### config.mk
export PLATFORM = sky130hd
export DESIGN_NAME = aux_tx_mux
export DESIGN_NICKNAME = d
export VERILOG_FILES = /design/src/rtl/aux_tx_pkg.sv /design/src/rtl/aux_tx_fifo.sv /design/src/rtl/aux_tx_mux.sv
export SDC_FILE = /design/constraint.sdc
export NUM_CORES = 1
export LEC_CHECK = 0
export BUFFER_PORTS_ARGS = -buffer_cell sky130_fd_sc_hd__buf_2
export CORE_UTILIZATION = 65
export DETAILED_ROUTE_END_ITERATION = 6
export MAX_ROUTING_LAYER = met4
export PLACE_DENSITY = 0.83
export SLEW_MARGIN = 40
export SYNTH_ARGS = -nofsm -noshare
export SYNTH_HDL_FRONTEND = slang
export SYNTH_SLANG_ARGS = --single-unit
### constraint.sdc
create_clock -name clk -period 3.6 [get_ports clk]
set_clock_uncertainty 0.15 [all_clocks]
set_input_delay 0.18 -clock clk [delete_from_list [all_inputs] [get_ports clk]]
set_output_delay 0.18 -clock clk [all_outputs]
set_load 0.03 [all_outputs]
### src/rtl/aux_tx_pkg.sv
// Shared types and constants for the AUX transmit mux and its byte FIFO.
package aux_tx_pkg;

  typedef enum logic [1:0] {IDLE, COLLECT, SEND} aux_tx_state_e;

  localparam logic SRC_NATIVE = 1'b0;
  localparam logic SRC_I2C    = 1'b1;

  localparam int unsigned AUX_MIN_MSG_LEN = 3;
  localparam int unsigned BYTE_W          = 8;

endpackage

### src/rtl/aux_tx_fifo.sv
// Single-message byte FIFO with flush, first-word-fall-through read and occupancy count.
module aux_tx_fifo
  import aux_tx_pkg::*;
#(
  parameter int unsigned DEPTH = 32,
  parameter int unsigned AW    = $clog2(DEPTH)
) (
  input  logic              clk,
  input  logic              rst,
  input  logic              flush,
  input  logic              wr_en,
  input  logic [BYTE_W-1:0] wr_data,
  input  logic              rd_en,
  output logic [BYTE_W-1:0] rd_data,
  output logic [AW:0]       count
);

  localparam int unsigned CNT_W = AW + 1;

  logic [BYTE_W-1:0] mem [DEPTH];
  logic [AW-1:0]     wr_ptr;
  logic [AW-1:0]     rd_ptr;

  // Storage carries no reset; stale bytes are never observable past count.
  always_ff @(posedge clk) begin
    if (wr_en && !flush) mem[wr_ptr] <= wr_data;
  end

  always_ff @(posedge clk or posedge rst) begin
    if (rst) begin
      wr_ptr <= '0;
      rd_ptr <= '0;
      count  <= '0;
    end else if (flush) begin
      wr_ptr <= '0;
      rd_ptr <= '0;
      count  <= '0;
    end else begin
      if (wr_en) wr_ptr <= wr_ptr + AW'(1);
      if (rd_en) rd_ptr <= rd_ptr + AW'(1);
      case ({wr_en, rd_en})
        2'b10:   count <= count + CNT_W'(1);
        2'b01:   count <= count - CNT_W'(1);
        default: count <= count;
      endcase
    end
  end

  assign rd_data = mem[rd_ptr];

endmodule

### src/rtl/aux_tx_mux.sv
// Arbitrates native-AUX and I2C byte streams into one buffered message and streams it to the PHY.
// Optional AUX_TX_MIN_LEN_EN discards messages shorter than an address-only header.
module aux_tx_mux
  import aux_tx_pkg::*;
#(
  parameter int unsigned DEPTH = 32
) (
  input  logic       clk,
  input  logic       rst,
  input  logic [7:0] native_splitted_msg,
  input  logic       native_msg_vld,
  input  logic [7:0] i2c_splitted_msg,
  input  logic       i2c_msg_vld,
  input  logic       aux_tx_rdy,
  output logic [7:0] aux_tx_data,
  output logic       aux_tx_vld,
  output logic       aux_tx_last,
  output logic       aux_tx_src,
  output logic       aux_tx_busy,
  output logic       aux_tx_err
);

  localparam int unsigned AW    = $clog2(DEPTH);
  localparam int unsigned CNT_W = AW + 1;

  aux_tx_state_e     state, state_next;
  logic              src, src_next;
  logic              err_next;
  logic              flush, wr_en, rd_en;
  logic [BYTE_W-1:0] wr_data, rd_data;
  logic [AW:0]       count;
  logic              lock_vld, other_vld;
  logic [BYTE_W-1:0] lock_data;

  aux_tx_fifo #(.DEPTH(DEPTH), .AW(AW)) u_fifo (
    .clk     (clk),
    .rst     (rst),
    .flush   (flush),
    .wr_en   (wr_en),
    .wr_data (wr_data),
    .rd_en   (rd_en),
    .rd_data (rd_data),
    .count   (count)
  );

  always_ff @(posedge clk or posedge rst) begin
    if (rst) begin
      state      <= IDLE;
      src        <= SRC_NATIVE;
      aux_tx_err <= 1'b0;
    end else begin
      state      <= state_next;
      src        <= src_next;
      aux_tx_err <= err_next;
    end
  end

  // Native has priority on a tie; every dropped byte funnels into a single err pulse.
  always_comb begin
    state_next = state;
    src_next   = src;
    err_next   = 1'b0;
    flush      = 1'b0;
    wr_en      = 1'b0;
    rd_en      = 1'b0;
    wr_data    = native_splitted_msg;
    lock_vld   = (src == SRC_I2C) ? i2c_msg_vld : native_msg_vld;
    other_vld  = (src == SRC_I2C) ? native_msg_vld : i2c_msg_vld;
    lock_data  = (src == SRC_I2C) ? i2c_splitted_msg : native_splitted_msg;
    case (state)
      IDLE: begin
        if (native_msg_vld) begin
          wr_en      = 1'b1;
          src_next   = SRC_NATIVE;
          err_next   = i2c_msg_vld;
          state_next = COLLECT;
        end else if (i2c_msg_vld) begin
          wr_en      = 1'b1;
          wr_data    = i2c_splitted_msg;
          src_next   = SRC_I2C;
          state_next = COLLECT;
        end
      end
      COLLECT: begin
        wr_data  = lock_data;
        err_next = other_vld;
        if (lock_vld) begin
          if (count == CNT_W'(DEPTH)) begin
            flush      = 1'b1;
            err_next   = 1'b1;
            state_next = IDLE;
          end else begin
            wr_en = 1'b1;
          end
        end else begin
`ifdef AUX_TX_MIN_LEN_EN
          if (count < CNT_W'(AUX_MIN_MSG_LEN)) begin
            flush      = 1'b1;
            err_next   = 1'b1;
            state_next = IDLE;
          end else begin
            state_next = SEND;
          end
`else
          state_next = SEND;
`endif
        end
      end
      SEND: begin
        err_next = native_msg_vld | i2c_msg_vld;
        rd_en    = aux_tx_rdy;
        if (aux_tx_rdy && count == CNT_W'(1)) state_next = IDLE;
      end
      default: state_next = IDLE;
    endcase
  end

  assign aux_tx_vld  = (state == SEND);
  assign aux_tx_data = aux_tx_vld ? rd_data : 8'h00;
  assign aux_tx_last = aux_tx_vld && (count == CNT_W'(1));
  assign aux_tx_src  = src;
  assign aux_tx_busy = (state != IDLE);

endmodule

==> flow_metrics.py <==
metrics = {
    "sta": {
        "maxSlewHeadroom": 0.4406,
        "setup_tns_ps": 0,
        "rsz0062_at_grt": "false",
        "worst_slew_pin_slew_ps": 836.0,
        "period_needed_ps": 3319,
        "slew_violations": 0,
        "finalCritPeriodShare": 0.9220,
        "fmax_ghz": 0.3013,
        "hold_viol_final": 0,
        "setup_violations": 0,
        "timing.hold.ws_ps": 72.64,
    },
    "die": {
        "num_io_pins": 34,
        "row_count": 48,
        "coreArea_um2": 17360,
        "die_w_um": 135.3,
        "start_util": 0.6658,
        "die_area_um2": 18320,
        "die_y_um": 135.3,
    },
    "clock_tree": {
        "cts_made_buffers": 26,
        "htree_levels": 1,
        "clockBufferDepth": 3,
        "clk_latency_ps": 530,
        "clk_pin_slew_worst_paths_ps": 60,
        "cts_tree": "built",
        "cts_num_sinks": 276,
        "cts_resized": 0,
        "cts-root-buf": "clkbuf_16",
    },
    "logic_synthesis": {
        "synth_area_leader_cell": "edfxtp_1",
        "synth_seq_area_share": 0.7085,
        "syn_inst": 666,
        "yosys-top-cells-count": "256 x edfxtp_1, 65 x mux2i_1, 55 x nor2_1",
        "synth.top_cell.area_share": 0.6652,
        "synth_edf_count": 256,
        "synth_nets": 695,
        "synth-seq-cells": 276,
        "synthesis.area_um2": 11560,
        "ys.flop_type": "edfxtp_1",
        "avgSynthCellArea_um2": 17.35,
        "synthTopCellsByArea": "edfxtp_1 67%, mux4_1 6.1%, mux2i_1 5.6%, dfrtp_1 4.3%, nor2_1 1.8%",
        "yosysMostFrequentCell": "edfxtp_1",
        "synth_cell_types": 55,
        "yosys_warnings": 0,
        "async_flop_share": 0.07246,
    },
    "place": {
        "detailed_place_hpwl_mm": 15.32,
        "gp_congestion": 0.8627,
        "portBuffers": 33,
    },
    "routing": {
        "ant_nets": 0,
        "route.detailed.drc": 0,
        "drt_iter0_drc": 636,
        "drt_wl_total_mm": 24.62,
        "firstDrtPassIters": 5,
        "wl_per_cell_um": 25.89,
        "num_vias": 6411,
        "via_per_inst": 6.741,
    },
    "global_route": {
        "grt_max_degree": 46,
        "grt_use_total": 0.2938,
        "antenna_found_initial": 0,
        "grt_first_pass_wirelength_mm": 37.69,
        "grt_pass1_vias": 6300,
        "overflow": 0,
    },
    "run": {
        "drv_cap": 0,
    },
    "setup_path": {
        "arrival_ps": 2990,
        "crit_path_start_kind": "flop",
        "worstPathCellList": "buf_12 > mux4_1 > mux2i_1 > o211a_1 > a211oi_1 > buf_2",
        "slowest_delay_ps": 640,
        "slowest_stage": "mux4_1",
        "cp_top_family": "multiplexers",
        "cp_data_required_time_ps": 3270,
        "endpoint_kind": "output pin",
        "path_buf_inv": 2,
        "crit_type": "reg -> out",
        "cp_max_fo": 45,
    },
    "power_and_ir_drop": {
        "leakage_nw": 4.450,
        "ir_drop_uv": 600.1,
        "p_per_area_nw_per_um2": 783.8,
    },
    "final_layout": {
        "final_util": 0.7320,
        "areaGrowthSynthToFinish_pct": 9.940,
        "antenna_cells": 0,
        "drive_above_1_share": 0.1667,
        "layout.nets": 736,
    },
    "status": {
        "status": "completed",
    },
    "worst_hold_path": {
        "hold_path.class": "in -> async",
    },
}
-- through the flow --
stage,power [mW],cell area (µm²),setup slack [ps],instances
detailed placement,7.329,11830,806.0,899
global placement,7.208,11820,901.0,899
global route,10.30,12700,219.9,951
CTS,9.913,12690,285.9,951
floorplan,6.584,11560,1079,666
finish,9.958,12700,280.7,951
-- flip-flops by register name, summed over array words and instances (netlist names) --
register       cells
aux_tx_err         1
u_fifo.rd_ptr      5
u_fifo.count       6
u_fifo.wr_ptr      5
u_fifo.mem       256
state              2
aux_tx_src         1
-- report_power, final --
part	internal (mW)	switching (mW)
Sequential	4.04	0.301
Clock	1.47	1.13
Combinational	1.11	1.90
Total	6.62	3.34
-- tightest hold or removal path, stage by stage --
cell and delay [ps]:
dlygate4sd3_1 530, buf_2 120, clkinv_1 380
-- final timing paths --
path,from,endpoint,slack (ps),depth (start not counted)
max in group asynchronous,rst,u_fifo.rd_ptr[0],2840,3
min,rst,u_fifo.wr_ptr[2],70,3
max reg2reg,state[0],u_fifo.mem[17][4],760,5
max,u_fifo.rd_ptr[0],aux_tx_data[6],280,6
min reg2reg,u_fifo.count[4],u_fifo.count[4],410,1
min in group clk,native_splitted_msg[0],u_fifo.mem[0][0],350,2
-- per-layer routing --
metal,routed length (µm),global-route usage,part of all wire
met3,2251,0.04227,0.091
met2,12070,0.4607,0.49
met1,9635,0.4085,0.39
met4,663,0.08489,0.027
met5,0,-,0
-- area by class of cell --
cell class              instances  area [µm²]
clock inverters                11       52.55
inverters                      10       37.54
well taps                     225       281.5
multi-input cells             341        3049
flip-flops and latches        276        8192
repair buffers                 52       332.8
clock buffers                  36       759.5
fillers                      1008        4652
-- cells by family (layout without fill, tap and decap cells) --
group | after synthesis | after routing | synth area share
flip-flops | 276 | 276 | 0.7085
AND/OR/NAND/NOR | 129 | 129 | 0.05262
multiplexers | 109 | 109 | 0.1411
AO/OA/AOI/OAI | 86 | 86 | 0.05295
buffers and inverters | 49 | 109 | 0.02934
XOR/XNOR | 9 | 9 | 0.006822
adder cells (fa/ha/maj) | 8 | 8 | 0.008662
-- repair_timing --
item	CTS	global route
buffers inserted	0	0
hold buffers	5	0
hold endpoints to repair	23	0
-- cells in the final DEF (no fill, tap or decap), types with 6 or more instances in the layout --
cell type	count
nand4_1	6
nor2b_1	6
o21ai_1	9
xor2_1	6
o22ai_1	6
nor2_2	8
mux2i_1	65
a221oi_1	8
buf_2	33
nand2_1	32
ha_1	8
buf_4	13
a21oi_1	17
mux2_2	10
a211oi_1	12
edfxtp_1	256
inv_1	8
mux4_1	27
nor2_1	47
mux4_2	7
clkbuf_16	27
clkinv_1	6
dfrtp_1	19
Note: power is estimated with default switching activity, not from simulation.
